[src/rtl/alu_issue_ctrl_if.sv]
// ---------------------------------------------------------------------------
// alu_issue_ctrl_if
//   Bundles every signal of alu_issue_ctrl except clock and reset:
//   the per-requester request bus, the control/operand bus to the shared
//   ALU (plus its combinational result), and the response handshake.
//   slave  : the issue controller's view.
//   master : the environment's view (requesters, external ALU, consumer).
// ---------------------------------------------------------------------------
interface alu_issue_ctrl_if #(
    parameter int XLEN    = 32,
    parameter int NUM_REQ = 2,
    parameter int IDW     = $clog2(NUM_REQ)
) ();
    // Requests; requester k occupies slice k of every vector.
    logic [NUM_REQ-1:0]      i_req_valid;
    logic [NUM_REQ-1:0]      o_req_ready;
    logic [3*NUM_REQ-1:0]    i_req_funct3;
    logic [NUM_REQ-1:0]      i_req_funct7b5;
    logic [NUM_REQ-1:0]      i_req_is_imm;
    logic [XLEN*NUM_REQ-1:0] i_req_op_a;
    logic [XLEN*NUM_REQ-1:0] i_req_op_b;

    // Shared ALU controls and its combinational result.
    logic [XLEN-1:0]         o_alu_op_a;
    logic [XLEN-1:0]         o_alu_op_b;
    logic                    o_alu_sub;
    logic [1:0]              o_alu_bool_op;
    logic [3:0]              o_alu_op_sel;
    logic                    o_alu_shift_dir;
    logic                    o_alu_cmp_sig;
    logic [XLEN-1:0]         i_alu_result;

    // One-entry response buffer.
    logic                    o_rsp_valid;
    logic                    i_rsp_ready;
    logic [XLEN-1:0]         o_rsp_data;
    logic [IDW-1:0]          o_rsp_id;

    modport slave (
        input  i_req_valid, i_req_funct3, i_req_funct7b5, i_req_is_imm,
               i_req_op_a, i_req_op_b, i_alu_result, i_rsp_ready,
        output o_req_ready, o_alu_op_a, o_alu_op_b, o_alu_sub, o_alu_bool_op,
               o_alu_op_sel, o_alu_shift_dir, o_alu_cmp_sig,
               o_rsp_valid, o_rsp_data, o_rsp_id
    );

    modport master (
        output i_req_valid, i_req_funct3, i_req_funct7b5, i_req_is_imm,
               i_req_op_a, i_req_op_b, i_alu_result, i_rsp_ready,
        input  o_req_ready, o_alu_op_a, o_alu_op_b, o_alu_sub, o_alu_bool_op,
               o_alu_op_sel, o_alu_shift_dir, o_alu_cmp_sig,
               o_rsp_valid, o_rsp_data, o_rsp_id
    );
endinterface

[src/rtl/alu_issue_ctrl.sv]
// ---------------------------------------------------------------------------
// alu_issue_ctrl
//   Shares one external combinational 32-bit ALU between NUM_REQ requesters.
//   A round-robin arbiter picks one valid requester whenever the one-entry
//   response buffer can take a result, the granted RV32I funct3/funct7[5]
//   is decoded into ALU controls, and the ALU result is captured into the
//   buffer, which is drained with a valid/ready handshake.
// Ports
//   i_clk   : clock, all state on the rising edge
//   i_rst_n : synchronous active-low reset
//   bus     : alu_issue_ctrl_if.slave (requests, ALU controls/result,
//             response handshake)
// ---------------------------------------------------------------------------
module alu_issue_ctrl #(
    parameter int XLEN    = 32,
    parameter int NUM_REQ = 2,
    parameter int IDW     = $clog2(NUM_REQ)
) (
    input  logic             i_clk,
    input  logic             i_rst_n,
    alu_issue_ctrl_if.slave  bus
);

    typedef enum logic { EMPTY = 1'b0, FULL = 1'b1 } buf_state_e;

    buf_state_e      state, state_next;
    logic [IDW-1:0]  ptr, ptr_next;
    logic [IDW-1:0]  gnt_idx;
    logic            gnt_found;
    logic            can_issue;
    logic [XLEN-1:0] rsp_data;
    logic [IDW-1:0]  rsp_id;

    // Granted request fields.
    logic [2:0]      sel_funct3;
    logic            sel_funct7b5;
    logic            sel_is_imm;
    logic [XLEN-1:0] sel_op_a;
    logic [XLEN-1:0] sel_op_b;

    // A new result may be captured when the buffer is empty or is being
    // drained on this same edge. Reset suppresses every grant.
    assign can_issue = i_rst_n && ((state == EMPTY) || bus.i_rsp_ready);

    // Round-robin search starting at ptr; first valid requester wins.
    always_comb begin
        int slot;
        // NOTE: every variable written here gets a default first, so no
        // path through the block leaves a value held (no latch inferred).
        gnt_found       = 1'b0;
        gnt_idx         = '0;
        slot            = 0;
        bus.o_req_ready = '0;
        for (int i = 0; i < NUM_REQ; i++) begin
            slot = int'(ptr) + i;
            if (slot >= NUM_REQ) slot = slot - NUM_REQ;
            if (can_issue && !gnt_found && bus.i_req_valid[slot]) begin
                gnt_found = 1'b1;
                gnt_idx   = IDW'(slot);
            end
        end
        if (gnt_found) bus.o_req_ready[gnt_idx] = 1'b1;
        ptr_next = (int'(gnt_idx) == NUM_REQ - 1) ? '0 : gnt_idx + 1'b1;
    end

    // Mux out the granted request.
    always_comb begin
        sel_funct3   = bus.i_req_funct3[3*gnt_idx +: 3];
        sel_funct7b5 = bus.i_req_funct7b5[gnt_idx];
        sel_is_imm   = bus.i_req_is_imm[gnt_idx];
        sel_op_a     = bus.i_req_op_a[XLEN*gnt_idx +: XLEN];
        sel_op_b     = bus.i_req_op_b[XLEN*gnt_idx +: XLEN];
    end

    // Decode to ALU controls. Everything stays zero without a grant so the
    // ALU idles at a result of 0.
    always_comb begin
        bus.o_alu_op_a      = '0;
        bus.o_alu_op_b      = '0;
        bus.o_alu_sub       = 1'b0;
        bus.o_alu_bool_op   = 2'b00;
        bus.o_alu_op_sel    = 4'b0000;
        bus.o_alu_shift_dir = 1'b0;
        bus.o_alu_cmp_sig   = 1'b0;
        if (gnt_found) begin
            bus.o_alu_op_a = sel_op_a;
            bus.o_alu_op_b = sel_op_b;
            unique case (sel_funct3)
                3'b000: begin
                    bus.o_alu_op_sel = 4'b0001;
                    // OP-IMM has no SUBI: bit 30 is immediate data there.
                    bus.o_alu_sub    = sel_funct7b5 & ~sel_is_imm;
                end
                3'b001: begin
                    bus.o_alu_op_sel = 4'b1000;
                    bus.o_alu_op_b   = {{(XLEN-5){1'b0}}, sel_op_b[4:0]};
                end
                3'b010: begin
                    bus.o_alu_op_sel  = 4'b0010;
                    bus.o_alu_sub     = 1'b1;
                    bus.o_alu_cmp_sig = 1'b1;
                end
                3'b011: begin
                    bus.o_alu_op_sel = 4'b0010;
                    bus.o_alu_sub    = 1'b1;
                end
                3'b100: begin
                    bus.o_alu_op_sel  = 4'b0100;
                    bus.o_alu_bool_op = 2'b00;
                end
                3'b101: begin
                    // SRAI keeps bit 30 as the arithmetic flag, unlike ADDI.
                    bus.o_alu_op_sel    = 4'b1000;
                    bus.o_alu_shift_dir = 1'b1;
                    bus.o_alu_sub       = sel_funct7b5;
                    bus.o_alu_op_b      = {{(XLEN-5){1'b0}}, sel_op_b[4:0]};
                end
                3'b110: begin
                    bus.o_alu_op_sel  = 4'b0100;
                    bus.o_alu_bool_op = 2'b10;
                end
                default: begin
                    bus.o_alu_op_sel  = 4'b0100;
                    bus.o_alu_bool_op = 2'b11;
                end
            endcase
        end
    end

    // Buffer FSM: next state and outputs.
    always_comb begin
        state_next      = state;
        bus.o_rsp_valid = (state == FULL);
        unique case (state)
            EMPTY: if (gnt_found) state_next = FULL;
            FULL: begin
                // Drain and reload on the same edge keeps the buffer full.
                if (gnt_found)             state_next = FULL;
                else if (bus.i_rsp_ready)  state_next = EMPTY;
            end
            default: state_next = EMPTY;
        endcase
    end

    // NOTE: state uses non-blocking assignments so every register samples
    // pre-edge values regardless of process ordering.
    always_ff @(posedge i_clk) begin
        if (!i_rst_n) begin
            // NOTE: the buffer payload is reset too; it is a handful of
            // flops, not a memory, and its reset value is observable.
            state    <= EMPTY;
            ptr      <= '0;
            rsp_data <= '0;
            rsp_id   <= '0;
        end else begin
            state <= state_next;
            if (gnt_found) begin
                rsp_data <= bus.i_alu_result;
                rsp_id   <= gnt_idx;
                ptr      <= ptr_next;
            end
        end
    end

    assign bus.o_rsp_data = rsp_data;
    assign bus.o_rsp_id   = rsp_id;

endmodule
[src/flat_wrapper.sv]
// flat-port wrapper written by rule: the top's interface ports become plain ports
module alu_issue_ctrl_flat 
#(
    parameter int XLEN    = 32,
    parameter int NUM_REQ = 2,
    parameter int IDW     = $clog2(NUM_REQ)
)
  (i_clk, i_rst_n, bus_i_req_valid, bus_i_req_funct3, bus_i_req_funct7b5, bus_i_req_is_imm, bus_i_req_op_a, bus_i_req_op_b, bus_i_alu_result, bus_i_rsp_ready, bus_o_req_ready, bus_o_alu_op_a, bus_o_alu_op_b, bus_o_alu_sub, bus_o_alu_bool_op, bus_o_alu_op_sel, bus_o_alu_shift_dir, bus_o_alu_cmp_sig, bus_o_rsp_valid, bus_o_rsp_data, bus_o_rsp_id);
  alu_issue_ctrl_if #(.XLEN(XLEN), .NUM_REQ(NUM_REQ), .IDW(IDW)) bus_i ();
  input  logic i_clk;
  input  logic i_rst_n;
  input wire logic [$bits(bus_i.i_req_valid)-1:0] bus_i_req_valid;
  input wire logic [$bits(bus_i.i_req_funct3)-1:0] bus_i_req_funct3;
  input wire logic [$bits(bus_i.i_req_funct7b5)-1:0] bus_i_req_funct7b5;
  input wire logic [$bits(bus_i.i_req_is_imm)-1:0] bus_i_req_is_imm;
  input wire logic [$bits(bus_i.i_req_op_a)-1:0] bus_i_req_op_a;
  input wire logic [$bits(bus_i.i_req_op_b)-1:0] bus_i_req_op_b;
  input wire logic [$bits(bus_i.i_alu_result)-1:0] bus_i_alu_result;
  input wire logic [$bits(bus_i.i_rsp_ready)-1:0] bus_i_rsp_ready;
  output wire logic [$bits(bus_i.o_req_ready)-1:0] bus_o_req_ready;
  output wire logic [$bits(bus_i.o_alu_op_a)-1:0] bus_o_alu_op_a;
  output wire logic [$bits(bus_i.o_alu_op_b)-1:0] bus_o_alu_op_b;
  output wire logic [$bits(bus_i.o_alu_sub)-1:0] bus_o_alu_sub;
  output wire logic [$bits(bus_i.o_alu_bool_op)-1:0] bus_o_alu_bool_op;
  output wire logic [$bits(bus_i.o_alu_op_sel)-1:0] bus_o_alu_op_sel;
  output wire logic [$bits(bus_i.o_alu_shift_dir)-1:0] bus_o_alu_shift_dir;
  output wire logic [$bits(bus_i.o_alu_cmp_sig)-1:0] bus_o_alu_cmp_sig;
  output wire logic [$bits(bus_i.o_rsp_valid)-1:0] bus_o_rsp_valid;
  output wire logic [$bits(bus_i.o_rsp_data)-1:0] bus_o_rsp_data;
  output wire logic [$bits(bus_i.o_rsp_id)-1:0] bus_o_rsp_id;
  assign bus_i.i_req_valid = bus_i_req_valid;
  assign bus_i.i_req_funct3 = bus_i_req_funct3;
  assign bus_i.i_req_funct7b5 = bus_i_req_funct7b5;
  assign bus_i.i_req_is_imm = bus_i_req_is_imm;
  assign bus_i.i_req_op_a = bus_i_req_op_a;
  assign bus_i.i_req_op_b = bus_i_req_op_b;
  assign bus_i.i_alu_result = bus_i_alu_result;
  assign bus_i.i_rsp_ready = bus_i_rsp_ready;
  assign bus_o_req_ready = bus_i.o_req_ready;
  assign bus_o_alu_op_a = bus_i.o_alu_op_a;
  assign bus_o_alu_op_b = bus_i.o_alu_op_b;
  assign bus_o_alu_sub = bus_i.o_alu_sub;
  assign bus_o_alu_bool_op = bus_i.o_alu_bool_op;
  assign bus_o_alu_op_sel = bus_i.o_alu_op_sel;
  assign bus_o_alu_shift_dir = bus_i.o_alu_shift_dir;
  assign bus_o_alu_cmp_sig = bus_i.o_alu_cmp_sig;
  assign bus_o_rsp_valid = bus_i.o_rsp_valid;
  assign bus_o_rsp_data = bus_i.o_rsp_data;
  assign bus_o_rsp_id = bus_i.o_rsp_id;
  alu_issue_ctrl #(.XLEN(XLEN), .NUM_REQ(NUM_REQ), .IDW(IDW)) u_core (.i_clk(i_clk), .i_rst_n(i_rst_n), .bus(bus_i));
endmodule
[config.mk]
export PLATFORM = sky130hd
export DESIGN_NAME = alu_issue_ctrl_flat
export DESIGN_NICKNAME = d
export VERILOG_FILES = /design/src/rtl/alu_issue_ctrl_if.sv /design/src/rtl/alu_issue_ctrl.sv /design/src/flat_wrapper.sv
export SDC_FILE = /design/constraint.sdc
export NUM_CORES = 1
export LEC_CHECK = 0
export ABC_AREA = 1
export BUFFER_PORTS_ARGS = -buffer_cell sky130_fd_sc_hd__buf_4
export CAP_MARGIN = 5
export CORE_AREA = 2 2 109 111
export DETAILED_ROUTE_END_ITERATION = 8
export DIE_AREA = 0 0 111 113
export GPL_TIMING_DRIVEN = 0
export MAX_ROUTING_LAYER = met4
export SLEW_MARGIN = 20
export SYNTH_ARGS = -nofsm -noshare
export SYNTH_HDL_FRONTEND = slang
export SYNTH_SLANG_ARGS = --single-unit
[constraint.sdc]
create_clock -name i_clk -period 1.5 [get_ports i_clk]
set_clock_uncertainty 0.2 [all_clocks]
set_input_delay 0.15 -clock i_clk [delete_from_list [all_inputs] [get_ports i_clk]]
set_output_delay 0.15 -clock i_clk [all_outputs]
set_load 0.01 [all_outputs]
* Word-level counts from Yosys, hierarchy flattened
Cells that the tools add are included.
** Word-level totals
- Word-level logic and storage cells :: 75
- Register bits after elaboration :: 35
- Output and inout bits :: 109
** Operators by class
- Equality and inequality tests :: 6
- Order comparisons :: 6
- Multiply operators :: 1
- Shifts and indexed selects :: 3
- Add/sub/neg operators :: 4
- Reductions and logical operators :: 11
- Muxes and demuxes :: 37
- Bitwise logic cells :: 3
** Operators with widths (number)
- 32-bit two-way mux :: 5
- 64-bit by 7-bit variable part select with 32-bit output :: 2
- 32-bit by 3-bit < comparator with 1-bit output, second input constant :: 2
- 32-bit by 3-bit >= comparator with 1-bit output, second input constant :: 1
- 32-bit by 3-bit subtractor with 32-bit output, second input constant :: 1
- 1-bit two-way mux :: 24
- 4-bit one-hot mux with 3 select lines :: 1
- 3-bit equality test, second input constant :: 3
- 3-bit by 2-bit equality test with 1-bit output, second input constant :: 2
- 6-bit OR reduction :: 1
- 6-bit by 4-bit variable part select with 3-bit output :: 1
- 1-bit logical AND :: 5
- 2-bit two-way mux :: 2
- 4-bit two-way mux :: 1
- 2-bit one-hot mux with 2 select lines :: 1
- 2-bit OR reduction :: 2
- 3-bit by 1-bit equality test with 1-bit output, second input constant :: 1
- 3-bit logical NOT :: 1
- 2-bit by 1-bit multiplier with 3-bit output, first input constant :: 1
- 1-bit one-hot mux with 3 select lines :: 1
- 1-bit by 2-bit subtractor with 3-bit output, second input constant :: 1
- 1-bit by 1-bit adder with 2-bit output, second input constant :: 1
- 1-bit by 2-bit >= comparator with 1-bit output, second input constant :: 1
- 1-bit by 2-bit < comparator with 1-bit output, second input constant :: 1
- 8 further kinds :: 9

* Longest topological paths before layout
Gate-level depths: netlist (run 1).
- Depth in word-level cells :: 17
- Gate-level depth with buffers :: 10
- Mapped depth without buffers :: 9

* Least setup slack after synthesis (run 1)
OpenSTA, ideal clock, no wires.
- Path type :: register to output
- From :: register u_core.state, in the netlist u_core.bus.o_rsp_valid
- To :: output port bus_o_alu_op_b[12]
- Slack :: -207 ps
- Cell stages (with the launch flop) :: 9
- Data arrival time :: 1357 ps
- Data required time :: 1150 ps
- Path buffers :: 1
- Path through :: dfxtp_1 -> nand2_1 -> nand2_2 -> nor2_4 -> nand2_1 -> nand2_1 -> nor2_2 -> buf_2 -> nor3_1
** Between the ends
- Longest elaborated chain between the ends :: 15
** Ends and longest elaborated chain
- start, declared :: line alu_issue_ctrl.sv:26 : buf_state_e state, state_next;
- start signal, assigned :: line alu_issue_ctrl.sv:156 : state <= state_next;
- 1-bit NOT (*) :: line alu_issue_ctrl.sv:43 : assign can_issue = i_rst_n && ((state == EMPTY) || bus.i_rsp_ready);
- 1-bit logical OR (*) :: line alu_issue_ctrl.sv:43
- 1-bit logical AND (*) :: line alu_issue_ctrl.sv:43
- 1-bit logical AND :: line alu_issue_ctrl.sv:57 : if (can_issue && !gnt_found && bus.i_req_valid[slot]) begin
- 1-bit two-way mux :: line alu_issue_ctrl.sv:57
- 1-bit logical NOT :: line alu_issue_ctrl.sv:57
- 1-bit logical AND (2 in series) :: line alu_issue_ctrl.sv:57
- 1-bit two-way mux :: line alu_issue_ctrl.sv:57
- 2-bit by 1-bit multiplier with 3-bit output :: line alu_issue_ctrl.sv:68 : sel_funct3 = bus.i_req_funct3[3*gnt_idx +: 3];
- 6-bit by 4-bit variable part select with 3-bit output :: line alu_issue_ctrl.sv:68
- 3-bit by 1-bit equality test with 1-bit output / 3-bit equality test (equally long branches) :: line alu_issue_ctrl.sv:88 : unique case (sel_funct3)
- 2-bit OR reduction (no line)
- 32-bit two-way mux :: line alu_issue_ctrl.sv:88
- 32-bit two-way mux (*) :: line alu_issue_ctrl.sv:85 : if (gnt_found) begin
- end, declared :: line flat_wrapper.sv:22 : output wire logic [$bits(bus_i.o_alu_op_b)-1:0] bus_o_alu_op_b;
Every way passes the cells marked *; elsewhere a longest branch is shown, timed or not.

* Worst setup path after layout (run 1)
- From :: register u_core.state, in the netlist u_core.bus.o_rsp_valid
- To :: output port bus_o_alu_op_b[7]
The elaborated chain is that of the path after synthesis.

==> results.sh, run 1 <==
export IMPL_clock_sinks=35
export IMPL_dr_pass1_iters=4
export IMPL_period_share_pct=141
export IMPL_powerDensity_nw_per_um2=635
export IMPL_violations="hold timing, setup timing"
export IMPL_hpwl_um=10000
export IMPL_drv_slew=0
export IMPL_utilization_pct=54.5
export IMPL_grt_max_degree=11
export IMPL_cp_end_kind="primary output"
export IMPL_port_buffers=282
export IMPL_final_cells=833
export IMPL_cts_root_buf="clkbuf_16"
export IMPL_fp_dieW_um=111
export IMPL_async_flop_share_pct=0
export IMPL_fmax_mhz=474
export IMPL_critPathTopFamily="simple AND/OR/NAND/NOR gates"
export IMPL_power_frac_comb_pct=46.5
export IMPL_ant_nets=0
export IMPL_synth_distinct_cells=26
export IMPL_worst_pin_slew_ns=0.448
export IMPL_clkTransAtPathRegs_ns=0.05
export IMPL_ys_seq_area_share_pct=29.8
export IMPL_grt_usage_pct=20.5
export IMPL_slowest_delay_ns=0.36
export IMPL_switching_share_pct=30.6
export IMPL_syn_to_final_growth_pct=162
export IMPL_crit_chain="a21oi_4 -> nand2_4 -> nand2_2 -> nand2_2 -> nor2_4 -> buf_8 -> buf_12 -> nor3_2 -> buf_4"
export IMPL_worst_slack_ns=-0.611
export IMPL_ys_top_cells_by_area="dfxtp_1 (30%), a22o_1 (14%), nand2_1 (13%)"
export IMPL_h_tree_depth=2
export IMPL_place_congestion=0.921
export IMPL_fin_crit_ns=2.11
export IMPL_synth_area_per_cell_um2=6.85
export IMPL_yosysMostFrequentCell="nand2_1"
export IMPL_placed_area_um2=4890
export IMPL_final_cell_area_um2=6150
export IMPL_setup_violations=107
export IMPL_routed_wl_um=13500
export IMPL_pwr_share_seq_pct=27.3
export IMPL_die_area_um2=12500
export IMPL_nets=864
export IMPL_drive_gt1_share_pct=67.1
export IMPL_worstSetupPathType="reg2out"
export IMPL_route_detailed_drc=0
export IMPL_crit_start="u_core.bus.o_rsp_valid"
export IMPL_pin_count=284
export IMPL_synth_top_area_share_pct=29.8
export IMPL_initial_core_util_pct=20.8
export IMPL_required_ns=1.15
export IMPL_vias=3794
export IMPL_p_switching_uw=1190
export IMPL_pre_cts_ws_ns=-0.528
export IMPL_crit_slowest_cell="dfxtp_4"
export IMPL_viasPerCell=4.55
export IMPL_synth_fp_nets=518
export IMPL_path_buf_inv=3
export IMPL_netlist_top_cells_count="nand2_1 (83), o21ai_0 (60), a22o_1 (37), dfxtp_1 (35), nor3_1 (30)"
export IMPL_synth_cells=343
export IMPL_clock_latency_ns=0.27
export IMPL_clockBufferDepth=2
export IMPL_numCtsBuffers=5
export IMPL_hold_viol_final=2
export IMPL_synth_edf_count=0
export IMPL_synth_seq_cells=35
export IMPL_synth_top_cell_by_area="dfxtp_1"
export IMPL_critPathMostFrequentCell="nand2_2"
export IMPL_worstHoldStart="i_rst_n"
export IMPL_yosysWarnings=0
export IMPL_grt_pass1_vias=3814
export IMPL_grt_overflow_total=0
export IMPL_nFillCells=1022
export IMPL_hold_slack_ns=-0.00298
export IMPL_rsz0062_at_grt="yes"
export IMPL_arrival_ns=1.76
export IMPL_cap_violations=0
export IMPL_startpoint_type="flip-flop"
export IMPL_critPathMaxFanout=8
export IMPL_worst_r2r_startpoint="u_core.bus.o_rsp_valid"
export IMPL_hold_class="in2reg"
export IMPL_synth_area_um2=2350
export IMPL_p_leak_uw=0.00299
export IMPL_die_h_um=113
export IMPL_slew_headroom_pct=70.2
export IMPL_wl_per_cell_um=16.2
export IMPL_antenna_found_initial=1
export IMPL_drt_iter0_drc=183
export IMPL_peakVddDrop_mv=0.843
export IMPL_clock_power_share_pct=26.2
export IMPL_core_area_um2=11300
export IMPL_grt_first_pass_wirelength_um=20400
export IMPL_rows=39
export IMPL_cts_tree="yes"
export IMPL_numPlacedInstances=768
export IMPL_ys_flop_type="dfxtp_1"
export IMPL_status="complete, but fails checks"
export IMPL_internal_power_uw=2710
==> sequential cells by signal (all words and copies together) (netlist names) <==
name                    flops
u_core.bus.o_rsp_valid      1
u_core.bus.o_rsp_data      32
u_core.ptr                  1
u_core.bus.o_rsp_id         1
==> cells by family (layout without fill, tap and decap cells) <==
kind of cell,after synthesis,after routing,share of synthesized area (%)
AND/OR/NAND/NOR,159,159,31.5
flip-flops,35,35,29.8
buffers and inverters,46,392,9.43
AO/OA/AOI/OAI,103,103,29.2
other,0,1,0
==> final cells by class <==
type	instances	area, um2	share of cell area (%)
Inverter	15	58.8	0.957
Clock inverter	1	5.00	0.0814
Buffer	31	352	5.72
Clock buffer	6	139	2.26
Timing Repair Buffer	339	2860	46.5
Antenna cell	1	2.50	0.0407
Multi-Input combinational cell	262	1840	30.0
Tap cell	143	179	2.91
Sequential cell	35	706	11.5
==> power groups by stage <==
stage	clock, uW	combinational, uW	sequential [uW]
global route	1090	1930	1070
detailed placement	0	1410	1080
floorplan	0	567	1120
global placement	0	1390	1080
CTS	1040	1710	1060
finish	1020	1810	1070
==> cell usage in the layout (no fill, tap or decap), types with 6 or more instances in the layout <==
cell / netlist / layout
nand2_4: 1 / 8
o21ai_1: 0 / 35
or2_4: 0 / 9
a22o_1: 37 / 37
buf_8: 0 / 8
buf_4: 2 / 264
nand2_1: 83 / 63
nand2_2: 2 / 15
nor3_4: 0 / 6
dlygate4sd3_1: 0 / 32
o21ai_2: 1 / 22
buf_6: 4 / 47
nor3_2: 1 / 25
or2_2: 27 / 18
clkbuf_16: 0 / 8
nand3_1: 8 / 6
dfxtp_1: 35 / 33
inv_1: 11 / 10
==> worst min-delay path: cells and delay by family <==
family                 cells  cell delay (ns)
buffers and inverters      1             0.15
AND/OR/NAND/NOR            1             0.07
AO/OA/AOI/OAI              1             0.06
==> path summary, 6_finish.rpt <==
kind	depth (start not counted)	slack, ns	endpoint
setup / recovery	9	-0.61	bus_o_alu_op_b[7]
hold reg to reg	2	0.26	u_core.bus.o_rsp_data[2]
hold / removal	3	-0.003	u_core.bus.o_rsp_data[29]
setup reg to reg	10	-0.16	u_core.bus.o_rsp_data[11]
==> stage by stage <==
stage	power, uW	setup TNS (ns)
2_1_floorplan	1680	-4.23
3_3_place_gp	2470	-28.33
3_5_place_dp	2490	-30.59
4_1_cts	3820	-42.23
5_1_grt	4100	-53.30
6_report	3900	-44.85
==> routing by layer <==
| layer | vias up | wire, um | track usage (%) |
|---|---|---|---|
| met5 | - | 0 | - |
| li1 | 1866 | - | - |
| met3 | 13 | 859 | 3.86 |
| met2 | 168 | 7130 | 36.8 |
| met4 | 0 | 230 | 5.75 |
| met1 | 1747 | 5280 | 23.4 |
==> repair_timing <==
action | 4_1_cts | 5_1_grt
hold buffers | 32 | 0
buffers inserted | 16 | 7
pin swaps | 14 | 9
setup endpoints to repair | 108 | 108
hold endpoints to repair | 32 | 0
cloned | 3 | 1
resized for setup | 138 | 66
No activity file was read; power rests on OpenSTA's default activity.
==> run 2: changes to the inputs <==
==> constraint.sdc (replaced) <==
create_clock -name i_clk -period 1.8 [get_ports i_clk]
set_clock_uncertainty 0.2 [all_clocks]
set_input_delay 0.18 -clock i_clk [delete_from_list [all_inputs] [get_ports i_clk]]
set_output_delay 0.18 -clock i_clk [all_outputs]
set_load 0.01 [all_outputs]
==> run 2 against run 1 <==
  * The run ends with setup timing left
  * Core utilization fell by 0.90 points
  * Non-clock buffer count decreased by 2
  * Global-route usage fell by 0.88 points
  * Die area did not move
  * Clock-buffer cell count down 1
  * Flip-flop and latch count did not move
  * First-iteration DRC count rose by 50%
  * Via count grew 0.24%
  * Critical endpoint is now bus_o_alu_op_a[10]
  * Largest power group unchanged
  * Highest routed layer unchanged
==> results.sh, run 2 (same netlist as run 1, synthesis figures left out) <==
export IMPL_routed_wl_um=13400
export IMPL_rsz0062_at_grt="yes"
export IMPL_tns_ns=-19.06
export IMPL_vias=3803
export IMPL_clkTransAtPathRegs_ns=0.05
export IMPL_slew_headroom_pct=71.3
export IMPL_port_buffers=282
export IMPL_hold_viol_final=0
export IMPL_final_cells=831
export IMPL_ant_nets=0
export IMPL_period_share_pct=118
export IMPL_clock_power_share_pct=29.6
export IMPL_wl_per_cell_um=16.2
export IMPL_fp_dieW_um=111
export IMPL_pwr_share_seq_pct=26.8
export IMPL_final_common_cell="buf_4"
export IMPL_largest_register_ffs=32
export IMPL_viasPerCell=4.58
export IMPL_p_leak_uw=0.00293
export IMPL_critPathMaxFanout=8
export IMPL_hold_class="in2reg"
export IMPL_utilization_pct=53.6
export IMPL_place_congestion=0.964
export IMPL_power_frac_comb_pct=43.6
export IMPL_p_switching_uw=973
export IMPL_num_antenna_cells=0
export IMPL_switching_share_pct=29.5
export IMPL_h_tree_depth=2
export IMPL_fmax_mhz=472
export IMPL_drive_gt1_share_pct=63.8
export IMPL_cts_tree="yes"
export IMPL_required_ns=1.42
export IMPL_initial_core_util_pct=20.8
export IMPL_startpoint_type="flip-flop"
export IMPL_clockBufferDepth=2
export IMPL_drt_iter0_drc=275
export IMPL_arrival_ns=1.74
export IMPL_pin_count=284
export IMPL_fin_crit_ns=2.12
export IMPL_hpwl_um=9770
export IMPL_rows=39
export IMPL_powerDensity_nw_per_um2=546
export IMPL_drv_slew=0
export IMPL_core_area_um2=11300
export IMPL_hold_slack_ns=0.0430
export IMPL_worstSetupPathType="reg2out"
export IMPL_grt_overflow_total=0
export IMPL_cts_root_buf="clkbuf_16"
export IMPL_worst_slack_ns=-0.319
export IMPL_grt_first_pass_wirelength_um=19600
export IMPL_status="complete, but fails checks"
export IMPL_syn_to_final_growth_pct=157
export IMPL_cp_end_kind="primary output"
export IMPL_register_area_um2=706
export IMPL_route_detailed_drc=0
export IMPL_dr_pass1_iters=4
export IMPL_clock_sinks=35
export IMPL_nets=862
export IMPL_die_h_um=113
export IMPL_grt_pass1_vias=3769
export IMPL_peakVddDrop_mv=0.672
export IMPL_violations="setup timing"
export IMPL_cap_violations=0
export IMPL_die_area_um2=12500
export IMPL_layout_common_cells="buf_4 (260), nand2_1 (73), buf_6 (54), o21ai_0 (42), a22o_1 (36)"
export IMPL_worst_pin_slew_ns=0.430
export IMPL_setup_violations=74
export IMPL_internal_power_uw=2330
export IMPL_grt_max_degree=13
export IMPL_multi_input_area_um2=1750
export IMPL_nFillCells=1024
export IMPL_grt_usage_pct=19.6
export IMPL_antenna_found_initial=0
export IMPL_numPlacedInstances=768
export IMPL_clock_latency_ns=0.27
export IMPL_numCtsBuffers=5
==> run 2: changes by cell type in the layout (fill, tap and decap cells not counted), sizes merged <==
cell    delta
diode      -1
bufinv     +1
clkinv     +1
buf        -3
==> run 2: layout make-up <==
cell class / instances / area share (%)
tap: 143 / 2.96
clock inverter: 3 / 0.724
clock buffer: 5 / 2.07
buffer: 30 / 5.34
sequential: 35 / 11.7
multi-input combinational: 262 / 28.9
timing repair buffer: 338 / 47.2
inverter: 15 / 1.06
==> run 2: power by group through the flow <==
stage          Combinational [uW]  Clock, uW  Sequential (uW)
4_1_cts                      1340       1010              886
3_5_place_dp                 1090          0              900
5_1_grt                      1530       1040              893
3_3_place_gp                 1080          0              898
2_1_floorplan                 401          0              928
6_report                     1440        976              886
==> run 2: final timing paths <==
path	from	end	slack, ns	depth (start not counted)
setup reg to reg	u_core.bus.o_rsp_valid	u_core.bus.o_rsp_data[21]	0.09	8
hold reg to reg	u_core.bus.o_rsp_data[11]	u_core.bus.o_rsp_data[11]	0.27	2
setup / recovery	u_core.ptr	bus_o_alu_op_a[10]	-0.32	8
hold / removal	i_rst_n	u_core.bus.o_rsp_valid	0.04	3
==> run 2: per-layer routing <==
metal	vias up	part of all wire, %	global-route usage, %
met5	-	0	-
met4	0	1.5	3.25
met3	20	6.5	3.37
met2	190	53	35.8
met1	1737	40	23.0
li1	1856	-	-
==> run 2: repair_timing <==
item / CTS / global route
hold buffers: 32 / 0
cloned: 4 / 4
endpoints found under the setup margin: 85 / 108
hold endpoints to repair: 32 / 0
gates resized for setup: 144 / 63
pin swaps: 13 / 31
buffers inserted: 13 / 4
==> run 2: critical path, cell delays in order (launching register included) <==
cell,delay [ns]
dfxtp_2,0.32
buf_4,0.14
o21ai_4,0.13
nor2_4,0.07
buf_6,0.13
buf_12,0.14
buf_8,0.13
a22o_1,0.26
buf_6,0.13
==> run 2: metrics by stage <==
| stage | power, uW | area (um2) | setup slack, ns |
|---|---|---|---|
| floorplan | 1330 | 2350 | 0.0626 |
| global placement | 1970 | 4640 | -0.349 |
| detailed placement | 1990 | 4640 | -0.354 |
| CTS | 3230 | 5730 | -0.335 |
| global route | 3470 | 6050 | -0.420 |
| finish | 3300 | 6050 | -0.319 |
==> run 3: changes to the inputs <==
--- a/config.mk
+++ b/config.mk
@@ -13,6 +13,7 @@
 export DIE_AREA = 0 0 111 113
 export GPL_TIMING_DRIVEN = 0
 export MAX_ROUTING_LAYER = met4
+export SKIP_LAST_GASP = 1
 export SLEW_MARGIN = 20
 export SYNTH_ARGS = -nofsm -noshare
 export SYNTH_HDL_FRONTEND = slang
==> run 3 against run 2 <==
  * The run still ends with setup timing left
  * Setup slack got worse by 0.019 ns
  * Combinational power barely moved
  * Power is 0.69% lower
  * Clock power hardly changed
  * Via count is 0.58% lower
  * First-iteration DRC count unchanged
  * Cell count is the same
  * Critical path type unchanged
  * Sequential share of layout area up 0.11 points
==> results.sh, run 3 (same netlist as run 1, synthesis figures left out) <==
export IMPL_status="complete, but fails checks"
export IMPL_violations="setup timing"
export IMPL_required_ns=1.42
export IMPL_multi_input_area_um2=1730
export IMPL_largest_register_ffs=32
export IMPL_fp_dieW_um=111
export IMPL_cts_root_buf="clkbuf_16"
export IMPL_fmax_mhz=468
export IMPL_total_power_uw=3280
export IMPL_slew_headroom_pct=71.3
export IMPL_initial_core_util_pct=20.8
export IMPL_startpoint_type="flip-flop"
export IMPL_numPlacedInstances=768
export IMPL_powerDensity_nw_per_um2=547
export IMPL_dr_pass1_iters=4
export IMPL_worst_pin_slew_ns=0.430
export IMPL_drive_gt1_share_pct=63.2
export IMPL_p_leak_uw=0.00291
export IMPL_critPathMaxFanout=10
export IMPL_final_common_cell="buf_4"
export IMPL_utilization_pct=53.1
export IMPL_syn_to_final_growth_pct=155
export IMPL_pin_count=284
export IMPL_viasPerCell=4.55
export IMPL_register_area_um2=706
export IMPL_worstSetupPathType="reg2out"
export IMPL_arrival_ns=1.76
export IMPL_fin_crit_ns=2.14
export IMPL_hpwl_um=9770
export IMPL_cts_tree="yes"
export IMPL_hold_class="in2reg"
export IMPL_layout_common_cells="buf_4 (270), nand2_1 (74), o21ai_0 (49), buf_6 (44), a22o_1 (37)"
export IMPL_routed_wl_um=13300
export IMPL_drv_slew=0
export IMPL_setup_violations=74
export IMPL_period_share_pct=119
export IMPL_worst_slack_ns=-0.338
export IMPL_drt_iter0_drc=275
export IMPL_ant_nets=0
export IMPL_hold_slack_ns=0.0430
export IMPL_antenna_found_initial=0
export IMPL_clkTransAtPathRegs_ns=0.05
export IMPL_cap_violations=0
export IMPL_clockBufferDepth=2
export IMPL_numCtsBuffers=5
export IMPL_final_cells=831
export IMPL_h_tree_depth=2
export IMPL_port_buffers=282
export IMPL_route_detailed_drc=0
export IMPL_clock_sinks=35
export IMPL_place_congestion=0.964
export IMPL_hold_viol_final=0
export IMPL_cp_end_kind="primary output"
export IMPL_rows=39
export IMPL_nets=862
export IMPL_grt_first_pass_wirelength_um=19600
export IMPL_tns_ns=-19.47
export IMPL_clock_latency_ns=0.27
export IMPL_vias=3781
export IMPL_wl_per_cell_um=16.0
export IMPL_rsz0062_at_grt="yes"
export IMPL_num_antenna_cells=0
export IMPL_core_area_um2=11300
export IMPL_grt_overflow_total=0
export IMPL_die_h_um=113
export IMPL_grt_usage_pct=19.5
export IMPL_grt_max_degree=13
export IMPL_nFillCells=1027
export IMPL_peakVddDrop_mv=0.673
export IMPL_die_area_um2=12500
export IMPL_grt_pass1_vias=3744
## run 3: final timing paths
kind                             start                   endpoint  slack [ns]  cells after the start
max             u_core.bus.o_rsp_valid         bus_o_alu_op_b[10]       -0.34                      7
min                            i_rst_n     u_core.bus.o_rsp_valid        0.04                      3
max reg2reg     u_core.bus.o_rsp_valid  u_core.bus.o_rsp_data[21]        0.09                      8
min reg2reg  u_core.bus.o_rsp_data[11]  u_core.bus.o_rsp_data[11]        0.27                      2
## run 3: final cells by class
class	instances	share of cell area (%)
Sequential cell	35	11.8
Clock inverter	3	0.731
Tap cell	143	2.99
Timing Repair Buffer	338	47.1
Buffer	30	5.37
Inverter	15	1.07
Multi-Input combinational cell	262	28.9
Clock buffer	5	2.09
## run 3: through the flow
stage / instance area (um2) / worst slack [ns]
2_1_floorplan: 2350 / 0.0626
3_3_place_gp: 4640 / -0.349
3_5_place_dp: 4640 / -0.354
4_1_cts: 5650 / -0.337
5_1_grt: 5990 / -0.419
6_report: 5990 / -0.338
## run 3: repair_timing
action                                  in CTS  in global routing
pin swaps                                   13                 24
gates cloned                                 4                  4
buffers inserted                            13                  4
hold buffers                                32                  0
endpoints found under the setup margin      85                108
gates resized for setup                    110                 75
hold endpoints to repair                    32                  0
## run 3: routing by layer
layer  routed length [um]  track usage (%)
met2                 7000             35.1
met5                    0                -
met1                 5370             23.1
met4                  155             3.58
met3                  763             3.43
## run 3: worst max-delay path, cell delays in order (launching register included)
cell and delay (ns):
dfxtp_4 0.36, a21oi_4 0.19, nand2_4 0.14, clkbuf_8 0.18, or2_2 0.28, o21ai_0 0.10, nor3_2 0.08, buf_4 0.15
## run 3: where the power goes
part           leakage (uW)  switching, uW  internal (uW)
clock             0.0000838            324            652
sequential         0.000292           40.8            846
combinational       0.00253            601            816
